===== src/rtl/soc_clk_rst_status.sv =====
`default_nettype none
// ============================================================================
// Module      : soc_clk_rst_status
// Description : Board-level clock divider, stretched SoC reset sequencer,
//               lockup fault latch/counter with debounced clear, and
//               two-colour status LED with dimmable heartbeat.
// Revision    : 1.0 - initial release
// ============================================================================
module soc_clk_rst_status #(
  parameter int CLK_DIV      = 2,
  parameter int RST_STRETCH  = 16,
  parameter int HB_COUNT_MSB = 26,
  parameter int DIM_BITS     = 6,
  parameter int HB_DUTY      = 1,
  parameter int DEB_CYCLES   = 1000000,
  parameter int CNT_W        = 8
) (
  input  logic             Clock,
  input  logic             nReset,
  input  logic             Lockup,
  input  logic             ClearFault,
  output logic             HCLK,
  output logic             HRESETn,
  output logic             Status_Green,
  output logic             Status_Red,
  output logic [CNT_W-1:0] FaultCount
);

  localparam int c_half_div = CLK_DIV / 2;
  localparam int c_div_w    = (c_half_div > 1) ? $clog2(c_half_div) : 1;
  localparam int c_st_w     = $clog2(RST_STRETCH + 1);
  localparam int c_deb_w    = $clog2(DEB_CYCLES + 1);

  localparam logic [c_div_w-1:0]  c_div_last = c_div_w'(c_half_div - 1);
  localparam logic [c_st_w-1:0]   c_st_max   = c_st_w'(RST_STRETCH);
  localparam logic [c_deb_w-1:0]  c_deb_max  = c_deb_w'(DEB_CYCLES);
  localparam logic [c_deb_w-1:0]  c_deb_last = c_deb_w'(DEB_CYCLES - 1);
  localparam logic [DIM_BITS:0]   c_duty     = (DIM_BITS + 1)'(HB_DUTY);
  localparam logic [CNT_W-1:0]    c_cnt_max  = '1;

  logic [c_div_w-1:0]    r_div_cnt;
  logic                  r_hclk;
  logic                  r_rst_meta;
  logic                  r_rst_sync;
  logic [c_st_w-1:0]     r_stretch;
  logic                  r_hresetn;
  logic                  r_running;
  logic [HB_COUNT_MSB:0] r_tick;
  logic                  r_hb;
  logic                  r_lk_meta;
  logic                  r_lk_s;
  logic                  r_lk_d;
  logic                  r_cf_meta;
  logic                  r_cf_s;
  logic [c_deb_w-1:0]    r_deb_cnt;
  logic                  r_clr_pulse;
  logic                  r_fault;
  logic [CNT_W-1:0]      r_fault_cnt;
  logic                  r_green;
  logic                  r_red;

  logic w_div_wrap;
  logic w_lk_rise;
  logic w_hb_on;

  assign w_div_wrap = (r_div_cnt == c_div_last);
  assign w_lk_rise  = r_lk_s & ~r_lk_d;
  assign w_hb_on    = r_tick[HB_COUNT_MSB] & r_tick[HB_COUNT_MSB-2] &
                      ({1'b0, r_tick[DIM_BITS-1:0]} < c_duty);

  // Half-period counter; HCLK toggles each time it wraps
  always_ff @(posedge Clock or negedge nReset) begin
    if (!nReset) begin
      r_div_cnt <= '0;
      r_hclk    <= 1'b0;
    end else if (w_div_wrap) begin
      r_div_cnt <= '0;
      r_hclk    <= ~r_hclk;
    end else begin
      r_div_cnt <= r_div_cnt + c_div_w'(1);
    end
  end

  // Synchronise reset release, stretch it, then release HRESETn on an HCLK fall
  always_ff @(posedge Clock or negedge nReset) begin
    if (!nReset) begin
      r_rst_meta <= 1'b0;
      r_rst_sync <= 1'b0;
      r_stretch  <= '0;
      r_hresetn  <= 1'b0;
      r_running  <= 1'b0;
    end else begin
      r_rst_meta <= 1'b1;
      r_rst_sync <= r_rst_meta;
      if (r_rst_sync && (r_stretch != c_st_max))
        r_stretch <= r_stretch + c_st_w'(1);
      if ((r_stretch == c_st_max) && w_div_wrap && r_hclk)
        r_hresetn <= 1'b1;
      r_running  <= r_hresetn;
    end
  end

  // Free-running tick counter and registered heartbeat PWM
  always_ff @(posedge Clock or negedge nReset) begin
    if (!nReset) begin
      r_tick <= '0;
      r_hb   <= 1'b0;
    end else begin
      if (r_running)
        r_tick <= r_tick + (HB_COUNT_MSB + 1)'(1);
      r_hb <= w_hb_on;
    end
  end

  // Lockup synchroniser plus delayed copy for rising-edge detection
  always_ff @(posedge Clock or negedge nReset) begin
    if (!nReset) begin
      r_lk_meta <= 1'b0;
      r_lk_s    <= 1'b0;
      r_lk_d    <= 1'b0;
    end else begin
      r_lk_meta <= Lockup;
      r_lk_s    <= r_lk_meta;
      r_lk_d    <= r_lk_s;
    end
  end

  // Button debounce: one clear pulse per stable press, re-armed by release
  always_ff @(posedge Clock or negedge nReset) begin
    if (!nReset) begin
      r_cf_meta   <= 1'b0;
      r_cf_s      <= 1'b0;
      r_deb_cnt   <= '0;
      r_clr_pulse <= 1'b0;
    end else begin
      r_cf_meta   <= ClearFault;
      r_cf_s      <= r_cf_meta;
      if (!r_cf_s)
        r_deb_cnt <= '0;
      else if (r_deb_cnt != c_deb_max)
        r_deb_cnt <= r_deb_cnt + c_deb_w'(1);
      r_clr_pulse <= r_cf_s && (r_deb_cnt == c_deb_last);
    end
  end

  // Fault latch and saturating counter; a new lockup edge beats a clear
  always_ff @(posedge Clock or negedge nReset) begin
    if (!nReset) begin
      r_fault     <= 1'b0;
      r_fault_cnt <= '0;
    end else if (w_lk_rise) begin
      r_fault <= 1'b1;
      if (r_fault_cnt != c_cnt_max)
        r_fault_cnt <= r_fault_cnt + CNT_W'(1);
    end else if (r_clr_pulse && !r_lk_s) begin
      r_fault     <= 1'b0;
      r_fault_cnt <= '0;
    end
  end

  // Registered LED colour by priority: booting, live lockup, latched fault, heartbeat
  always_ff @(posedge Clock or negedge nReset) begin
    if (!nReset) begin
      r_green <= 1'b1;
      r_red   <= 1'b1;
    end else if (!r_running) begin
      r_green <= 1'b1;
      r_red   <= 1'b1;
    end else if (r_lk_s) begin
      r_green <= 1'b0;
      r_red   <= 1'b1;
    end else if (r_fault) begin
      r_green <= 1'b0;
      r_red   <= r_tick[HB_COUNT_MSB];
    end else begin
      r_green <= r_hb;
      r_red   <= 1'b0;
    end
  end

  assign HCLK         = r_hclk;
  assign HRESETn      = r_hresetn;
  assign Status_Green = r_green;
  assign Status_Red   = r_red;
  assign FaultCount   = r_fault_cnt;

endmodule
`default_nettype wire


===== config.mk =====
export PLATFORM = sky130hd
export DESIGN_NAME = soc_clk_rst_status
export DESIGN_NICKNAME = d
export VERILOG_FILES = /design/src/rtl/soc_clk_rst_status.sv
export SDC_FILE = /design/constraint.sdc
export NUM_CORES = 1
export LEC_CHECK = 0
export ABC_AREA = 1
export BUFFER_PORTS_ARGS = -buffer_cell sky130_fd_sc_hd__buf_2
export CAP_MARGIN = 20
export CORE_MARGIN = 2
export CORE_UTILIZATION = 60
export DETAILED_ROUTE_END_ITERATION = 10
export PLACE_DENSITY = 0.88
export SETUP_SLACK_MARGIN = 0.02
export SLEW_MARGIN = 20
export SYNTH_ARGS = -nofsm -noshare
export SYNTH_HDL_FRONTEND = slang
export SYNTH_SLANG_ARGS = --single-unit

===== constraint.sdc =====
create_clock -name Clock -period 2.3 [get_ports Clock]
set_input_delay 0.23 -clock Clock [delete_from_list [all_inputs] [get_ports Clock]]
set_output_delay 0.23 -clock Clock [all_outputs]
set_load 0.1 [all_outputs]

==> results of run 1 <==
how the worst min path moves through the flow:
stage	endpoint	slack [ps]	cells past startpoint
final	r_tick[5]	1	1
after global placement	r_lk_s	330	0
after global routing	r_tick[5]	90	1
after floorplan	FaultCount[0]	-70	0
after CTS	r_tick[7]	30	1
after detailed placement	r_lk_s	340	0
critical path, delay by kind of cell (launching register included):
kind | cells | cell delay (ps)
and+or+nand+nor | 6 | 690
DFF | 1 | 400
adders and majority gates | 1 | 180
buffers and inverters | 1 | 160
AOI/OAI and AO/OA | 1 | 80
synth_stat cells:
master / number
o21bai_1: 2
nand2_1: 109
conb_1: 1
xor2_1: 15
nor2_4: 3
clkbuf_1: 2
nor2_2: 3
nand4_1: 7
o22ai_1: 1
nor2_1: 65
dfstp_2: 2
nor3_1: 17
o21ai_0: 13
inv_1: 48
nor3_2: 1
dfrtp_1: 73
a21oi_1: 8
nand3b_1: 3
nand3_2: 1
buf_4: 1
nand3_1: 36
nand2_2: 2
nor4_1: 2
or2_2: 1
xnor2_1: 16
ha_1: 7
area by class of cell:
type	count	area, um2	area share (%)
clock buffer	9	124	3.07
clock inverter	7	76.3	1.89
inverter	48	180	4.47
multi-input combinational	313	1580	39.2
sequential	75	1880	46.6
tap	75	93.8	2.33
timing repair buffer	17	97.6	2.42
routing by layer:
layer	track usage (%)	up-vias	wire length, um
li1	-	1438	-
met1	29.3	1362	3120
met2	38.5	68	3500
met3	7.91	20	317
met4	11.7	0	152
met5	0	-	0
kinds of logic after synthesis:
| group | count (synthesis) | synth area share (%) |
|---|---|---|
| other cells | 1 | 0.103 |
| simple gates | 250 | 29.8 |
| fa+ha+maj | 7 | 2.40 |
| compound gates | 24 | 3.46 |
| xor+xnor | 31 | 7.43 |
| flops | 75 | 51.5 |
| buf+inv | 51 | 5.34 |
sequential cells by signal (all words and copies together) (netlist names), 5 cells and up:
signal,cells
r_tick,27
r_deb_cnt,20
FaultCount,8
r_stretch,5
through the flow:
stage | area (um2) | util [%] | setup WS [ps] | power, mW | hold slack (ps)
finish | 4030 | 68.5 | 709 | 3.30 | 1.13
global route | 4030 | 68.5 | 552 | 3.47 | 85.5
CTS | 4030 | 68.5 | 725 | 3.34 | 32.1
detailed placement | 3810 | 64.7 | 766 | 2.31 | 336
global placement | 3810 | 64.7 | 819 | 2.27 | 334
floorplan | 3650 | - | 203 | 2.15 | -65.6
cells in the final DEF, fill, tap and decap left out, types with 2 or more instances in the layout:
cell type / netlist / layout
dfrtp_1: 73 / 73
o21ai_0: 13 / 13
nor2_1: 65 / 65
inv_1: 48 / 48
nand2_1: 109 / 109
nor3_1: 17 / 17
clkinv_4: 0 / 2
clkbuf_8: 0 / 9
nand3b_1: 3 / 3
dfstp_2: 2 / 2
nand2_2: 2 / 2
xor2_1: 15 / 15
dlygate4sd3_1: 0 / 2
ha_1: 7 / 7
nor2_2: 3 / 3
clkinvlp_4: 0 / 2
nand4_1: 7 / 7
nor2_4: 3 / 3
xnor2_1: 16 / 16
nand3_1: 36 / 36
o21bai_1: 2 / 2
nor4_1: 2 / 2
a21oi_1: 8 / 8
buf_2: 0 / 14
power by group through the flow:
| stage | clock network (mW) | logic, mW | registers (mW) |
|---|---|---|---|
| 2_1_floorplan | 0 | 0.276 | 1.87 |
| 3_3_place_gp | 0 | 0.645 | 1.62 |
| 3_5_place_dp | 0 | 0.675 | 1.63 |
| 4_1_cts | 1.04 | 0.687 | 1.61 |
| 5_1_grt | 1.09 | 0.749 | 1.63 |
| 6_report | 1.02 | 0.677 | 1.61 |
==> impl_metrics.ini, run 1 <==
[drt]
ant_nets = 0
drc = 0
drt-total-wl_um = 7090
vias = 2888
via_per_inst = 5.31
initialDrtViolationCount = 197
wire_per_inst_um = 13.0
dr.pass1.iters = 4

[critical_path]
reg2regPathDepth = 9
cp_slowest_stage_delay_ps = 400
cp.arrival_ps = 1860
reg2reg_from = FaultCount[1]
rrSetupSlack_ps = 710
crit_fanout = 7
cp_slowest_cell = dfrtp_1
end_kind = register
crit-reg2reg-capture = FaultCount[0]
startpoint_type = register
endpoint = FaultCount[0]
crit_start = FaultCount[1]
worst_ep_required_time_ps = 2570
worstPathCellList = ha_1, nand2_1, nor2_1, nand2_1, nand2_1, nand2_1, inv_1, nand2_1, o21ai_0
critPathKind = reg2reg
cp_common_cell = nand2_1

[clock_network]
cts_max_path_buffers = 2
cts_tree = built
cts_setup_buffers = 0
cts-resized-gates = 0
cts_buffers = 9
clock_latency_ps = 350
hold_buffers = 2
cts.clk_slew.worst_paths_ps = 80
clock_sinks = 75
clockRootBuffer = clkbuf_8
h-tree-depth = 3

[yosys]
synth_fp_nets = 450
synth_cell_types = 26
yosys-top-cells-area = dfrtp_1 50%, nand2_1 11%, nor2_1 6.7%
synth_top_area_share_pct = 50.0
syn-cell-area_um2 = 3650
synth_top_area_cell = dfrtp_1
synth_warnings = 0
ys_ff_latch = 75
synthCells = 439
synth.yosys.seq_area_share_pct = 51.5
syn_avg_cell_area_um2 = 8.32

[sta]
finalSetupViolCount = 0
grt_setup_unrepaired = no
fmax_mhz = 628
setup_tns_ps = 0
clock-skew-final_ps = 10.1
max-slew-margin-rel_pct = 38.4
slew_violations = 0
hold_viol = 0
finalCritPeriodShare_pct = 69.2
timing.final.crit_period_ps = 1590
worst_pin_slew_ps = 924

[floorplanning]
design.core.area_um2 = 5890
die-area_um2 = 6730
core.rowCount = 28
die_w_um = 82.0
start_util_pct = 62.1
fp.dieH_um = 82.0
io_pins = 16

[power]
power_density_nw_per_um2 = 819
netSwitchingPower_mw = 1.17
peakVddDrop_uv = 866
netSwitchingFraction_pct = 35.5
p_seq_share_pct = 48.6
clockPowerShare_pct = 30.8
p_leak_nw = 1.84
p_int_mw = 2.13
p_comb_share_pct = 20.5

[grt]
antenna_found_initial = 0
grt_pass1_wl_um = 12200
grt_pass1_vias = 2840
grt-ovfl-total = 0
grt_use_total_pct = 24.0
grt_max_degree = 76

[min_path]
hold_class = in2async

[placed_design]
post-dp-hpwl_um = 4860
dp_cells = 526
gp_congestion = 0.853
port-buffer-count = 15

[final_layout]
nFillCells = 434
fin_nets = 475
area_growth_pct = 10.3
drive_above_1_share_pct = 9.38
antenna-diode-count = 0
finalNonFillerCells = 544

[flow_run]
drv_cap = 0

[run_status]
status = complete, no violations
(Power assumes the default switching activity.)
==> inputs of run 2 (changes only) <==
--- a/config.mk
+++ b/config.mk
@@ -9,9 +9,9 @@
 export BUFFER_PORTS_ARGS = -buffer_cell sky130_fd_sc_hd__buf_2
 export CAP_MARGIN = 20
 export CORE_MARGIN = 2
-export CORE_UTILIZATION = 60
+export CORE_UTILIZATION = 55
 export DETAILED_ROUTE_END_ITERATION = 10
-export PLACE_DENSITY = 0.88
+export PLACE_DENSITY = 0.85
 export SETUP_SLACK_MARGIN = 0.02
 export SLEW_MARGIN = 20
 export SYNTH_ARGS = -nofsm -noshare
==> constraint.sdc (replaced) <==
create_clock -name Clock -period 1.3 [get_ports Clock]
set_input_delay 0.13 -clock Clock [delete_from_list [all_inputs] [get_ports Clock]]
set_output_delay 0.13 -clock Clock [all_outputs]
set_load 0.1 [all_outputs]
==> impl_metrics.ini, run 2 (synthesis results as in run 1) <==
[run_status]
status = finished, violations left
violations = negative setup slack

[drt]
drc = 0
via_per_inst = 6.22
drt-total-wl_um = 14400
initialDrtViolationCount = 408
dr.pass1.iters = 6
vias = 3909
ant_nets = 0
wire_per_inst_um = 22.9

[flow_run]
drv_cap = 0

[floorplanning]
core.rowCount = 29
start_util_pct = 57.2
die-area_um2 = 7310
design.core.area_um2 = 6390
io_pins = 16
die_w_um = 85.5
fp.dieH_um = 85.5

[critical_path]
reg2reg_from = r_tick[6]
rrSetupSlack_ps = -330
end_kind = register
crit_fanout = 6
startpoint_type = register
crit-reg2reg-capture = r_tick[26]
worst_ep_required_time_ps = 1580
critPathKind = reg2reg
cp.arrival_ps = 1910
reg2regPathDepth = 9

[sta]
hold_ws_ps = 230
finalSetupViolCount = 55
timing.final.crit_period_ps = 1630
hold_viol = 0
setup_tns_ps = -7480
grt_setup_unrepaired = yes
finalCritPeriodShare_pct = 126
clock-skew-final_ps = 21.1
fmax_mhz = 613
slew_violations = 0
setup_ws_ps = -332

[power]
p_seq_share_pct = 38.9
netSwitchingFraction_pct = 38.6
p_comb_share_pct = 34.0
finalPower_mw = 7.51
netSwitchingPower_mw = 2.90
p_leak_nw = 2.61
peakVddDrop_uv = 1220
p_int_mw = 4.61
clockPowerShare_pct = 27.1
power_density_nw_per_um2 = 1360

[final_layout]
antenna-diode-count = 0
largest_reg_flops = 27
mostFrequentLayoutCells = 75 x nand2_1, 73 x buf_4, 58 x dfrtp_1
design_area_um2 = 5540
nFillCells = 274
drive_above_1_share_pct = 47.4
final_common_cell = nand2_1
largest-register = r_tick
fin_nets = 557
area_growth_pct = 51.7
seq_area_um2 = 1900
multi_input_area_um2 = 2240

[grt]
grt_pass1_vias = 3602
grt_max_degree = 32
grt-ovfl-total = 0
grt_use_total_pct = 31.6
antenna_found_initial = 0
grt_pass1_wl_um = 17900

[placed_design]
gp_congestion = 0.922
post-dp-hpwl_um = 5800
port-buffer-count = 15
dp_slack_ps = -117
placed_cell_area_um2 = 4300

[clock_network]
clock_latency_ps = 380
cts_tree = built
cts_max_path_buffers = 2
cts.clk_slew.worst_paths_ps = 110
clockRootBuffer = clkbuf_8
h-tree-depth = 3
cts_buffers = 9
clock_sinks = 75

[min_path]
hold_class = in2async
==> run 2: changes by cell type in the layout (fill, tap and decap cells not counted), moves of 15 or more <==
cell     previous run  this run
buf_4               1        73
dfrtp_1            73        58
nand2_1           109        75
nand2_2             2        20
nor2_1             65        36
nor2_4              3        18
==> run 2: how the worst max path moves through the flow <==
stage	from	end	cells past startpoint
floorplan	FaultCount[1]	FaultCount[7]	9
detailed placement	FaultCount[1]	FaultCount[0]	9
CTS	r_deb_cnt[0]	r_deb_cnt[0]	8
global placement	r_deb_cnt[0]	r_deb_cnt[13]	6
global route	r_tick[6]	r_tick[26]	9
finish	r_tick[6]	r_tick[26]	9
==> run 2: power groups by stage <==
| stage | logic (mW) | registers, mW | clock network (mW) |
|---|---|---|---|
| after CTS | 2.04 | 2.87 | 1.93 |
| final | 2.55 | 2.92 | 2.03 |
| after global routing | 2.65 | 2.93 | 2.09 |
| after global placement | 1.62 | 2.86 | 0 |
| after floorplan | 0.508 | 3.35 | 0 |
| after detailed placement | 1.71 | 2.87 | 0 |
==> run 2: layout make-up <==
type / instances / area share [%]
repair buffers: 99 / 16.1
multi-input cells: 313 / 40.5
flip-flops and latches: 75 / 34.3
well taps: 77 / 1.74
clock inverters: 6 / 1.31
inverters: 48 / 3.48
clock buffers: 10 / 2.48
==> run 2: through the flow <==
step                cells  utilization (%)
finish                628             86.8
global route          628             86.8
CTS                   612             77.4
detailed placement    578             67.4
global placement      578             67.4
floorplan             439                -
==> run 2: layer usage <==
layer  GRT usage, %  up-vias  part of all wire (%)
met1           37.4     1878                    33
met4           12.6        0                   8.1
met2           56.6      318                    51
met3           5.77      113                   7.9
met5              0        -                     0
li1               -     1600                     -
==> run 2: repair_timing <==
action                                 4_1_cts  5_1_grt
pin swaps                                   31       35
setup endpoints to repair                   52       64
cloned                                       0        0
buffers inserted                            15       18
endpoints found under the hold margin       28        0
hold buffers                                 3        0
gates resized for setup                     83      119
==> run 2: worst max-delay path, stage by stage (launching register included) <==
cell	delay (ps)
dfrtp_1	450
nand2_1	150
nor2_2	180
nand2_2	100
nor2_4	230
nand2_4	110
nor2_1	120
nand2_1	80
nand2_1	90
inv_1	50
==> inputs of run 3 (changes only) <==
--- a/config.mk
+++ b/config.mk
@@ -5,7 +5,6 @@
 export SDC_FILE = /design/constraint.sdc
 export NUM_CORES = 1
 export LEC_CHECK = 0
-export ABC_AREA = 1
 export BUFFER_PORTS_ARGS = -buffer_cell sky130_fd_sc_hd__buf_2
 export CAP_MARGIN = 20
 export CORE_MARGIN = 2
==> impl_metrics.ini, run 3 <==
[placed_design]
gp_congestion = 0.862
post-dp-hpwl_um = 5220
port-buffer-count = 15

[final_layout]
mostFrequentLayoutCells = 74 x buf_4, 56 x dfrtp_1, 34 x buf_6
largest_reg_flops = 27
seq_area_um2 = 1920
fin_nets = 459
multi_input_area_um2 = 2190
area_growth_pct = 62.3
antenna-diode-count = 0
largest-register = r_tick
drive_above_1_share_pct = 57.0
nFillCells = 163
final_common_cell = buf_4

[power]
p_seq_share_pct = 41.0
p_leak_nw = 2.54
clockPowerShare_pct = 23.0
finalPower_mw = 7.40
p_comb_share_pct = 36.0
power_density_nw_per_um2 = 1320
p_int_mw = 4.48
netSwitchingFraction_pct = 39.5
peakVddDrop_uv = 1340
netSwitchingPower_mw = 2.93

[clock_network]
clock_sinks = 75
clockRootBuffer = clkbuf_8
cts.clk_slew.worst_paths_ps = 100
cts_buffers = 9
cts_max_path_buffers = 2
h-tree-depth = 3
cts_tree = built
clock_latency_ps = 370

[floorplanning]
io_pins = 16
core.rowCount = 28
start_util_pct = 57.8
die_w_um = 83.3
die-area_um2 = 6950
design.core.area_um2 = 5990
fp.dieH_um = 83.3

[yosys]
synth_compound_area_share_pct = 6.58
yosysMostFrequentCell = dfrtp_1
synth_top_area_cell = dfrtp_1
synth_cell_types = 43
synth_fp_nets = 330
synth.yosys.seq_area_share_pct = 54.3
synth_top_area_share_pct = 52.8
netlist_top_cells_count = 73 x dfrtp_1, 28 x nand2_1, 28 x xnor2_1, 26 x nand3_1, 19 x nor2_1
yosys.area_share.xor_xnor_pct = 10.1
synthArstFlopShare_pct = 100
synth_top_family_by_area = simple AND/OR/NAND/NOR gates
syn-cell-area_um2 = 3460
yosys.area_share.simple_pct = 22.6
synthMuxAreaShare_pct = 1.48
yosys-top-cells-area = dfrtp_1 53%, xnor2_1 7.1%, nand3_1 3.8%
ys_ff_latch = 75
synth-edff-count = 0
synth_warnings = 0
synthCells = 319
syn_avg_cell_area_um2 = 10.9
synth-adder-area-share_pct = 2.53
ys.flop_type = dfrtp_1

[run_status]
violations = negative setup slack
status = finished, violations left

[critical_path]
critPathKind = reg2reg
startpoint_type = register
crit_fanout = 4
reg2reg_from = r_deb_cnt[15]
worst_ep_required_time_ps = 1540
crit_start = r_deb_cnt[15]
end_kind = register
reg2regPathDepth = 5
cp.arrival_ps = 2010

[grt]
grt-ovfl-total = 0
grt_max_degree = 29
grt_pass1_vias = 3327
grt_use_total_pct = 31.6
grt_pass1_wl_um = 17000
antenna_found_initial = 1

[drt]
ant_nets = 0
initialDrtViolationCount = 439
drt-total-wl_um = 14700
wire_per_inst_um = 27.9
drc = 0
via_per_inst = 6.73
vias = 3555
dr.pass1.iters = 5

[sta]
finalCritPeriodShare_pct = 137
fmax_mhz = 563
slew_violations = 0
setup_ws_ps = -475
grt_setup_unrepaired = yes
timing.final.crit_period_ps = 1780
hold_viol = 0
setup_tns_ps = -11350
finalSetupViolCount = 56
clock-skew-final_ps = 16.7

[flow_run]
drv_cap = 0

[min_path]
hold_class = in2async
run 3: changes by cell type in the layout (fill, tap and decap cells not counted), sizes merged, moves of 5 or more:
| cell | change |
|---|---|
| o21ai | -6 |
| a21oi | +5 |
| nor2 | -52 |
| xnor2 | +12 |
| nor3 | -13 |
| nand2 | -83 |
| inv | -35 |
| buf | +24 |
| nand3 | -11 |
| and3 | +13 |
| nand4 | +7 |
run 3: stage by stage:
step / instance area [um2] / hold slack [ps] / std cells / worst slack, ps / utilization, %
after floorplan: 3590 / -166 / 319 / -312 / -
after global placement: 4380 / 55.9 / 470 / -132 / 73.2
after detailed placement: 4380 / 57.6 / 470 / -212 / 73.2
after CTS: 5050 / 225 / 513 / -212 / 84.3
after global routing: 5620 / 255 / 528 / -481 / 93.8
final: 5620 / 231 / 528 / -475 / 93.8
run 3: layout make-up:
| cell class | count | area share (%) |
|---|---|---|
| clock inverters | 7 | 0.802 |
| flip-flops and latches | 75 | 34.1 |
| multi-input cells | 223 | 39.0 |
| inverters | 15 | 1.05 |
| well taps | 75 | 1.67 |
| repair buffers | 124 | 21.1 |
| clock buffers | 9 | 2.20 |
run 3: path summary, 6_finish.rpt:
check | endpoint | slack [ps]
max reg2reg | r_deb_cnt[18] | -480
max | r_deb_cnt[18] | -480
min reg2reg | r_lk_s | 380
max in group asynchronous | Status_Red | 520
min | FaultCount[5] | 230
min in group Clock | r_lk_s | 380
run 3: kinds of logic (layout without fill, tap and decap cells):
family | after synthesis | count (layout)
buf+inv | 21 | 155
compound gates | 34 | 34
mux | 5 | 5
flops | 75 | 75
xor+xnor | 40 | 40
simple gates | 136 | 136
other cells | 1 | 1
fa+ha+maj | 7 | 7
run 3: worst max-delay path, cell delays in order (launching register included):
cell and delay [ps]:
dfrtp_1 500, and4_1 290, buf_4 160, nand4_1 170, o21ai_0 410, a21oi_2 120
run 3: layer usage:
| layer | GRT usage, % | wire length [um] | vias to the layer above |
|---|---|---|---|
| li1 | - | - | 1379 |
| met1 | 37.2 | 5130 | 1733 |
| met2 | 55.3 | 6970 | 316 |
| met3 | 6.16 | 1440 | 125 |
| met4 | 15.5 | 1180 | 2 |
| met5 | 0 | 7 | - |
run 3: repair_timing:
action                     4_1_cts  5_1_grt
hold endpoints to repair        60        0
pin swaps                       54       47
buffers inserted                26       23
gates resized for setup         71       95
setup endpoints to repair       54       60
hold buffers                     3        0
run 3: power by group through the flow:
stage / registers (mW) / clock network (mW) / logic, mW
after floorplan: 3.47 / 0 / 0.506
after global placement: 2.92 / 0 / 1.78
after detailed placement: 2.93 / 0 / 1.86
after CTS: 2.94 / 1.59 / 2.15
after global routing: 3.05 / 1.80 / 2.77
final: 3.03 / 1.70 / 2.67
